--- config.mk ---
export PLATFORM = sky130hd
export DESIGN_NAME = led_status_driver
export DESIGN_NICKNAME = d
export VERILOG_FILES = /design/src/rtl/led_pkg.sv /design/src/rtl/led_tick_gen.sv /design/src/rtl/led_status_driver.sv
export SDC_FILE = /design/constraint.sdc
export NUM_CORES = 1
export LEC_CHECK = 0
export CAP_MARGIN = 15
export CORE_MARGIN = 2
export CORE_UTILIZATION = 55
export CTS_BUF_LIST = sky130_fd_sc_hd__clkbuf_4 sky130_fd_sc_hd__clkbuf_8 sky130_fd_sc_hd__clkbuf_16
export DETAILED_ROUTE_END_ITERATION = 12
export PLACE_DENSITY = 0.85
export SYNTH_ARGS = -nofsm -noshare
export SYNTH_HDL_FRONTEND = slang
export SYNTH_HIERARCHICAL = 1
export SYNTH_SLANG_ARGS = --single-unit
--- constraint.sdc ---
create_clock -name clk -period 6.1 [get_ports clk]
set_input_delay 1.22 -clock clk [delete_from_list [all_inputs] [get_ports clk]]
set_output_delay 1.22 -clock clk [all_outputs]
set_load 0.02 [all_outputs]
--- src/rtl/led_pkg.sv ---
// -----------------------------------------------------------------------------
// led_pkg
// Shared definitions for the board status LED path.
//   - led_state_e : LED pattern states (also exported on state_o for debug)
//   - LED_TICK_DIV_DEFAULT : clk cycles per 1 kHz tick at 40 MHz
//   - LED_PWM_BITS_DEFAULT / LED_DIM_DEFAULT : default dimming frame setup
// -----------------------------------------------------------------------------
package led_pkg;

    typedef enum logic [1:0] {
        LED_OFF = 2'd0,
        LED_ON  = 2'd1,
        LED_ACT = 2'd2,
        LED_ERR = 2'd3
    } led_state_e;

    localparam int LED_TICK_DIV_DEFAULT = 40_000;
    localparam int LED_PWM_BITS_DEFAULT = 4;
    localparam int LED_DIM_DEFAULT      = 4;

endpackage : led_pkg

--- src/rtl/led_tick_gen.sv ---
// -----------------------------------------------------------------------------
// led_tick_gen
// Free-running divider producing a one-cycle tick every TICK_DIV clocks.
// Ports:
//   clk   : system clock
//   rst_n : asynchronous active-low reset
//   tick  : high for exactly the cycle where the counter sits at TICK_DIV-1
// -----------------------------------------------------------------------------
module led_tick_gen
    import led_pkg::*;
#(
    parameter int TICK_DIV = LED_TICK_DIV_DEFAULT
) (
    input  logic clk,
    input  logic rst_n,
    output logic tick
);

    localparam int            CW      = $clog2(TICK_DIV);
    localparam logic [CW-1:0] CNT_MAX = CW'(TICK_DIV - 1);
    localparam logic [CW-1:0] CNT_ONE = CW'(1);

    logic [CW-1:0] r_tick_cnt;

    always_ff @(posedge clk or negedge rst_n) begin
        if (!rst_n) begin
            r_tick_cnt <= '0;
        end else if (r_tick_cnt == CNT_MAX) begin
            r_tick_cnt <= '0;
        end else begin
            r_tick_cnt <= r_tick_cnt + CNT_ONE;
        end
    end

    assign tick = (r_tick_cnt == CNT_MAX);

endmodule : led_tick_gen

--- src/rtl/led_status_driver.sv ---
// -----------------------------------------------------------------------------
// led_status_driver
// Final LED stage: picks off / steady on / activity flicker / error blink by
// priority and applies optional PWM dimming before the registered LED pin.
// Ports:
//   clk        : system clock
//   rst_n      : asynchronous active-low reset
//   slow_blink : clk-synchronous square wave, shown while in error
//   link_up    : asynchronous level, 2-flop synchronised
//   err        : asynchronous level, 2-flop synchronised
//   act_stb    : clk-synchronous single-cycle activity strobe
//   dim_en     : 1 = gate the LED with the PWM frame
//   led        : registered LED drive
//   state_o    : current pattern state (debug)
// -----------------------------------------------------------------------------
module led_status_driver
    import led_pkg::*;
#(
    parameter int                TICK_DIV       = LED_TICK_DIV_DEFAULT,
    parameter int                ACT_HOLD_TICKS = 50,
    parameter int                ACT_HALF_TICKS = 25,
    parameter int                PWM_BITS       = LED_PWM_BITS_DEFAULT,
    parameter logic [PWM_BITS:0] DIM            = (PWM_BITS + 1)'(LED_DIM_DEFAULT)
) (
    input  logic       clk,
    input  logic       rst_n,
    input  logic       slow_blink,
    input  logic       link_up,
    input  logic       err,
    input  logic       act_stb,
    input  logic       dim_en,
    output logic       led,
    output logic [1:0] state_o
);

    localparam int                  HW        = $clog2(ACT_HOLD_TICKS + 1);
    localparam int                  FW        = $clog2(ACT_HALF_TICKS + 1);
    localparam logic [HW-1:0]       HOLD_LOAD = HW'(ACT_HOLD_TICKS);
    localparam logic [HW-1:0]       HOLD_ONE  = HW'(1);
    localparam logic [FW-1:0]       HALF_LAST = FW'(ACT_HALF_TICKS - 1);
    localparam logic [FW-1:0]       HALF_ONE  = FW'(1);
    localparam logic [PWM_BITS-1:0] PWM_ONE   = PWM_BITS'(1);

    logic [1:0]          r_sync1;      // [1]=err, [0]=link_up
    logic [1:0]          r_sync2;
    logic [HW-1:0]       r_hold_cnt;
    logic [FW-1:0]       r_half_cnt;
    logic                r_fast_phase;
    logic [PWM_BITS-1:0] r_pwm_cnt;
    led_state_e          r_state;
    logic                r_led;

    logic w_tick;
    logic w_link_s;
    logic w_err_s;
    logic w_raw;
    logic w_gate;

    led_tick_gen #(
        .TICK_DIV (TICK_DIV)
    ) u_tick_gen (
        .clk   (clk),
        .rst_n (rst_n),
        .tick  (w_tick)
    );

    // Two-flop synchronisers for the asynchronous status levels.
    always_ff @(posedge clk or negedge rst_n) begin
        if (!rst_n) begin
            r_sync1 <= '0;
            r_sync2 <= '0;
        end else begin
            r_sync1 <= {err, link_up};
            r_sync2 <= r_sync1;
        end
    end

    assign w_link_s = r_sync2[0];
    assign w_err_s  = r_sync2[1];

    // Activity hold. Link loss dominates; a fresh strobe beats a tick
    // decrement in the same cycle so a retrigger always yields a full hold.
    // Error does not block loading, so the hold keeps running underneath ERR.
    always_ff @(posedge clk or negedge rst_n) begin
        if (!rst_n) begin
            r_hold_cnt <= '0;
        end else if (!w_link_s) begin
            r_hold_cnt <= '0;
        end else if (act_stb) begin
            r_hold_cnt <= HOLD_LOAD;
        end else if (w_tick && (r_hold_cnt != '0)) begin
            r_hold_cnt <= r_hold_cnt - HOLD_ONE;
        end
    end

    // Flicker phase is parked at 0 outside ACT, so every entry into ACT
    // starts with the LED dark and the first half-period is a full one.
    always_ff @(posedge clk or negedge rst_n) begin
        if (!rst_n) begin
            r_half_cnt   <= '0;
            r_fast_phase <= 1'b0;
        end else if (r_state != LED_ACT) begin
            r_half_cnt   <= '0;
            r_fast_phase <= 1'b0;
        end else if (w_tick) begin
            if (r_half_cnt == HALF_LAST) begin
                r_half_cnt   <= '0;
                r_fast_phase <= ~r_fast_phase;
            end else begin
                r_half_cnt <= r_half_cnt + HALF_ONE;
            end
        end
    end

    always_ff @(posedge clk or negedge rst_n) begin
        if (!rst_n) begin
            r_pwm_cnt <= '0;
        end else begin
            r_pwm_cnt <= r_pwm_cnt + PWM_ONE;
        end
    end

    always_comb begin
        w_raw = 1'b0;
        case (r_state)
            LED_OFF: w_raw = 1'b0;
            LED_ON:  w_raw = 1'b1;
            LED_ACT: w_raw = r_fast_phase;
            LED_ERR: w_raw = slow_blink;
            default: w_raw = 1'b0;
        endcase
    end

    // DIM is one bit wider than the counter so 2^PWM_BITS means always on.
    assign w_gate = !dim_en || ({1'b0, r_pwm_cnt} < DIM);

    // Pattern FSM with strict priority err > link down > activity > on,
    // plus the registered LED output.
    always_ff @(posedge clk or negedge rst_n) begin
        if (!rst_n) begin
            r_state <= LED_OFF;
            r_led   <= 1'b0;
        end else begin
            if (w_err_s) begin
                r_state <= LED_ERR;
            end else if (!w_link_s) begin
                r_state <= LED_OFF;
            end else if (r_hold_cnt != '0) begin
                r_state <= LED_ACT;
            end else begin
                r_state <= LED_ON;
            end
            r_led <= w_raw & w_gate;
        end
    end

    assign led     = r_led;
    assign state_o = r_state;

endmodule : led_status_driver

==> summary.md, run 1 <==
| Metric | Value |
|---|---|
| Asr flop ratio synth | 1.00 |
| Reg-to-reg setup timing slack | 3130 ps |
| Routed vias | 1306 |
| Critical Path Sink Type | flop |
| Synth Area in Simple Gates | 0.229 |
| Synth Area in Compound Gates | 0.0869 |
| Worst Tran Pin Value | 850 ps |
| Number of synthesized flops with an enable pin | 0 |
| I/O Buffers | 9 |
| Final slew viol count | 0 |
| Drt pass-1 iters | 4 |
| Final number of hold-violating endpoints | 0 |
| FF-to-FF End | r_hold_cnt[5] |
| Main synth FF type | dfrtp_1 |
| Die height | 61.2 µm |
| Finish-stage setup viols | 0 |
| PD cells | 231 nW/µm² |
| End point of the worst hold path | r_sync2[1] |
| Crit-path max FO | 15 |
| Area of the core | 3080 µm² |
| Top-Level Pins | 10 |
| Tmin final | 2970 ps |
| Global Route Usage Sum | 0.208 |
| Worst clock skew | 10.4 ps |
| Worst VDD drop | 0.162 mV |
| Cell depth of the worst min-delay path | 0 |
| Clock latency on the worst-skew pair | 340 ps |
| CTS tree | yes |
| DRT iter0 DRCs | 93 |
| Clk buf depth | 2 |
| Area Overhead vs Synth | 13.3% |
| CTS H-Tree Depth | 2 |
| Most common cell after layout, fill and taps aside | dfrtp_1 |
| Mux cell area share after synthesis | 0.00556 |
| Ratio of cells with drive above 1 in the final layout | 0.0870 |
| Post-synthesis xor/xnor area fraction | 0.0827 |
| Synthesized Nets | 178 |
| Largest family of logic cells by synthesized area | simple AND/OR/NAND/NOR gates |
| Largest net degree at the start of global routing | 40 |
| Met3 usage | 0.0651 |
| Diode count | 0 |
| Status | completed |
| Cts hold-fix bufs | 0 |
| Nets@finish | 195 |
| Drc violations | 0 |
| Req. time, crit path | 6340 ps |
| Placer Congestion | 0.979 |
| Synth Area in Adders | 0.0347 |
| Final hold slack | 359 ps |
| Initial antenna violation count | 0 |
| Most frequent cells in the layout | dfrtp_1, nand3_1, nor2_1 |
| Via density | 5.73 |
| Worst setup SP type | flop |
| Setup TNS | 0 ps |
| Cells after Synth | 166 |
| GRT busiest layer | met2 |
| Clk root buf | clkbuf_4 |
| Crit path kind | reg2reg |
| Unique masters post-synth | 34 |
| Hold Crit Class | reg2reg |
| Yosys warns | 6 |
| Reg-to-Reg Start | u_tick_gen/r_tick_cnt[0] |
| Hold Crit Start | r_sync1[1] |
| Row Count | 20 |
| Drt total wl | 3.24 mm |
| Die area | 3750 µm² |
| First-pass GRT wire length | 5.64 mm |
| Die Width | 61.2 µm |
| RSZ-0062 raised after global routing | no |
| Max Cap Violations | 0 |
| TritonCTS buffer count | 5 |
| Clock sink count | 39 |
| M2 GR Usage | 0.337 |
| Critical Path AT | 3210 ps |
| Grt total ovfl | 0 |
| Vias in the first global route | 1314 |
| Slew headroom | 0.429 |
| Post_cts resized | 0 |
| Seq/Total Area, Yosys | 0.542 |
| Met1 global-route usage | 0.250 |
| Initial Util | 0.585 |
| Syn Area/Cell | 10.8 µm² |
| Dpl hpwl | 2.35 mm |
| Reg2Reg Depth | 7 |
| WL/cell | 14.2 µm |
| Final ANT Viol Nets | 0 |
| Setup Fix Bufs, Post-CTS | 0 |
| Synthesis-stage register bit count | 39 |
| Synth Cell Area | 1800 µm² |
| Static leakage | 0.878 nW |
| Clock transition at the registers of the reported paths | 110 ps |
| Fmax | 337 MHz |
| Final cycle utilization of the critical path | 0.487 |
## cell usage after synthesis (2+ instances only)
cell,number,area share
a2111o_1,2,0.013
a21oi_1,5,0.014
and3_1,2,0.0069
dfrtp_1,39,0.54
ha_1,5,0.035
inv_1,9,0.019
nand2_1,12,0.025
nand2b_1,3,0.010
nand3_1,15,0.042
nand4_1,5,0.017
nor2_1,15,0.031
nor2b_1,3,0.010
nor3_1,4,0.011
nor4_1,3,0.010
o211ai_1,2,0.0083
o21ai_0,3,0.0083
o31a_1,4,0.019
or2_2,2,0.0069
or3_1,2,0.0069
or4b_4,2,0.015
xnor2_1,10,0.049
xor2_1,7,0.034
## state kept, by name, summed over array words and instances (netlist names)
register,count
r_sync2,2
r_pwm_cnt,4
r_hold_cnt,6
u_tick_gen/r_tick_cnt,16
led,1
r_fast_phase,1
state_o,2
r_sync1,2
r_half_cnt,5
## power by group
part | total [mW] | internal, mW | switching [mW] | leakage [nW]
sequential | 0.267 | 0.263 | 0.00414 | 0.504
combinational | 0.0280 | 0.0121 | 0.0158 | 0.326
clock | 0.177 | 0.0968 | 0.0800 | 0.0482
## worst max-delay path, stage by stage (launching register included)
cell and delay (ps):
dfrtp_1 400, ha_1 210, and3_1 200, nand3_1 160, nor4_4 790, or4b_4 570, o31a_1 260, o31a_1 280
## worst max path at each step
stage,endpoint,from,cells after the start,slack (ps)
floorplan,r_hold_cnt[5],u_tick_gen/r_tick_cnt[0],7,3460
global placement,r_hold_cnt[5],u_tick_gen/r_tick_cnt[0],7,3290
detailed placement,r_hold_cnt[5],u_tick_gen/r_tick_cnt[0],7,3140
CTS,r_hold_cnt[5],u_tick_gen/r_tick_cnt[0],7,3120
global route,r_hold_cnt[5],u_tick_gen/r_tick_cnt[0],7,2930
finish,r_hold_cnt[5],u_tick_gen/r_tick_cnt[0],7,3130
## through the flow
| step | utilization | setup slack [ps] | cells | total power, mW | area (µm²) |
|---|---|---|---|---|---|
| 6_report | 0.663 | 3130 | 228 | 0.472 | 2040 |
| 5_1_grt | 0.663 | 2930 | 228 | 0.495 | 2040 |
| 4_1_cts | 0.663 | 3120 | 228 | 0.477 | 2040 |
| 3_5_place_dp | 0.635 | 3140 | 220 | 0.300 | 1950 |
| 3_3_place_gp | 0.635 | 3290 | 220 | 0.299 | 1950 |
| 2_1_floorplan | - | 3460 | 166 | 0.284 | 1800 |
## logic make-up after synthesis
group                      after synthesis
and+or+nand+nor                         74
DFF                                     39
AOI/OAI and AO/OA                       21
xor gates and xnor gates                17
buffers and inverters                    9
adders and majority gates                5
muxes                                    1
## routing by layer
metal,vias to the layer above,share of wire
li1,629,-
met3,6,0.055
met4,0,0.014
met1,631,0.43
met5,-,0
met2,40,0.50
## layout make-up
class                   count  area, µm²
multi-input cells         118        791
clock inverters             2       35.0
clock buffers               6       51.3
inverters                   9       33.8
flip-flops and latches     39        976
well taps                  44       55.1
fillers                   248       1040
repair buffers             10       97.6
No activity file was read; power rests on OpenSTA's default activity.
==> run 2, diff against run 1 <==
==> constraint.sdc (replaced) <==
create_clock -name clk -period 2.95 [get_ports clk]
set_input_delay 0.59 -clock clk [delete_from_list [all_inputs] [get_ports clk]]
set_output_delay 0.59 -clock clk [all_outputs]
set_load 0.02 [all_outputs]
==> run 2 against run 1 <==
Effect of this change: power increased by 81%; final area down 1.7%; clock power up 37%; count of clock-buffer cells in the layout unchanged; setup slack got worse by 2600 ps; non-clock buffer count up 1; combinational power grew 110%; fmax up 22%; worst hold slack improved by 8.5 ps; core utilization is 1.1 points lower; first-iteration DRC count down 29%; largest power group unchanged; highest routed layer unchanged.
==> summary.md, run 2 (synthesis gave the netlist of run 1 again) <==
| Metric | Value |
|---|---|
| Slowest CP cell | or4b_4 |
| PD cells | 425 nW/µm² |
| Clock sink count | 39 |
| RSZ-0062 raised after global routing | no |
| Diode count | 0 |
| Grt total ovfl | 0 |
| Max Cap Violations | 0 |
| Multi-input logic area | 791 µm² |
| Clock power frac | 0.284 |
| Finish-stage setup viols | 0 |
| Die height | 61.2 µm |
| Clock latency on the worst-skew pair | 330 ps |
| Clk root buf | clkbuf_4 |
| Largest register FFs | 16 |
| Final cycle utilization of the critical path | 0.826 |
| Top Registers | u_tick_gen/r_tick_cnt x16, r_hold_cnt x6, r_half_cnt x5 |
| Ratio of cells with drive above 1 in the final layout | 0.0820 |
| Die Width | 61.2 µm |
| Logic gate share of total power | 0.069 |
| Most used cell, CP | o31a_1 |
| Cell area after layout | 2010 µm² |
| I/O Buffers | 9 |
| Row Count | 20 |
| Critical Path Sink Type | flop |
| Largest net degree at the start of global routing | 40 |
| Final setup margin | 512 ps |
| Final number of hold-violating endpoints | 0 |
| Setup TNS | 0 ps |
| Clock transition at the registers of the reported paths | 90 ps |
| Crit path max-delay family | simple AND/OR/NAND/NOR gates |
| Global Route Usage Sum | 0.211 |
| Worst-path cell chain | ha_1 > and3_1 > nand3_1 > nor4_4 > or4b_4 > o31a_1 > o31a_1 |
| Top-Level Pins | 10 |
| WL/cell | 14.6 µm |
| Worst path bufs/invs | 0 |
| Flop pwr share | 0.647 |
| Place WS | 527 ps |
| Most common cell after layout, fill and taps aside | dfrtp_1 |
| Most frequent cells in the layout | dfrtp_1, nand3_1, nor2_1 |
| Nets@finish | 196 |
| Area Overhead vs Synth | 11.4% |
| Crit path kind | reg2reg |
| Hold Crit Class | reg2reg |
| Placer Congestion | 0.892 |
| Req. time, crit path | 3170 ps |
| Status | completed |
| Routed vias | 1340 |
| Initial Util | 0.585 |
| Die area | 3750 µm² |
| Slew headroom | 0.496 |
| Number of fill cells | 260 |
| DRT iter0 DRCs | 66 |
| First-pass GRT wire length | 5.72 mm |
| Drt pass-1 iters | 4 |
| Setup Fix Bufs, Post-CTS | 0 |
| Cts hold-fix bufs | 0 |
| Fmax | 410 MHz |
| Drt total wl | 3.31 mm |
| Final hold slack | 368 ps |
| Clk buf depth | 2 |
| Worst VDD drop | 0.274 mV |
| Worst clock skew | 9.81 ps |
| Area after DPL | 1960 µm² |
| Critical path's largest stage delay | 520 ps |
| P_sw | 0.190 mW |
| Internal power | 0.662 mW |
| Drc violations | 0 |
| Area of the core | 3080 µm² |
| Initial antenna violation count | 0 |
| Worst setup SP type | flop |
| Static leakage | 0.863 nW |
| Top reg by flops | u_tick_gen/r_tick_cnt |
| Overall power | 0.853 mW |
| CTS tree | yes |
| Register area | 976 µm² |
| Tmin final | 2440 ps |
| Post_cts resized | 0 |
| Final ANT Viol Nets | 0 |
| Via density | 5.90 |
| Final slew viol count | 0 |
| Switching fraction of total power | 0.223 |
| TritonCTS buffer count | 5 |
| Critical Path AT | 2660 ps |
| Worst Tran Pin Value | 750 ps |
| CTS H-Tree Depth | 2 |
| Crit-path max FO | 4 |
| Dpl hpwl | 2.36 mm |
| Vias in the first global route | 1353 |
[run 2: changes by cell type in the layout (fill, tap and decap cells not counted)]
cell       previous run  this run
buf_4                 1         2
bufinv_16             1         0
clkbuf_4              5         6
clkbuf_8              1         0
clkinv_2              1         0
[run 2: cell type report]
type	count	area share
Sequential cell	39	0.487
Multi-Input combinational cell	118	0.394
Timing Repair Buffer	11	0.0524
Tap cell	44	0.0274
Clock buffer	6	0.0225
Inverter	9	0.0168
[run 2: path summary, 6_finish.rpt]
| check | start | endpoint | slack [ps] | cells past startpoint |
|---|---|---|---|---|
| worst max-delay path | u_tick_gen/r_tick_cnt[0] | r_hold_cnt[5] | 510 | 7 |
| worst min-delay path | r_sync1[0] | r_sync2[0] | 370 | 0 |
| worst max register to register | u_tick_gen/r_tick_cnt[0] | r_hold_cnt[5] | 510 | 7 |
| worst min register to register | r_sync1[0] | r_sync2[0] | 370 | 0 |
| max in group asynchronous | rst_n | u_tick_gen/r_tick_cnt[10] | 1950 | 2 |
| min in group asynchronous | rst_n | r_half_cnt[2] | 660 | 2 |
[run 2: per-layer routing]
metal,share of wire,up-vias,track usage
met5,0,-,0
met4,0.014,0,0.109
met3,0.067,8,0.0525
met2,0.51,50,0.375
met1,0.41,646,0.232
li1,-,636,-
[run 2: metrics by stage]
stage / std cells / util
after CTS: 227 / 0.652
after floorplan: 166 / -
after global routing: 227 / 0.652
final: 227 / 0.652
after detailed placement: 221 / 0.637
after global placement: 221 / 0.637
[run 2: power by group through the flow]
stage	Combinational [mW]	Clock (mW)	Sequential [mW]
floorplan	0.0221	0	0.564
global placement	0.0564	0	0.562
detailed placement	0.0589	0	0.562
CTS	0.0595	0.258	0.552
global route	0.0646	0.280	0.553
finish	0.0588	0.242	0.552
[run 2: worst register-to-register path, delay by kind of cell, from the launching register on]
family | cells | cell delay [ps]
AND/OR/NAND/NOR | 4 | 1180
adder cells (fa/ha/maj) | 1 | 220
flip-flops | 1 | 400
AO/OA/AOI/OAI | 2 | 530
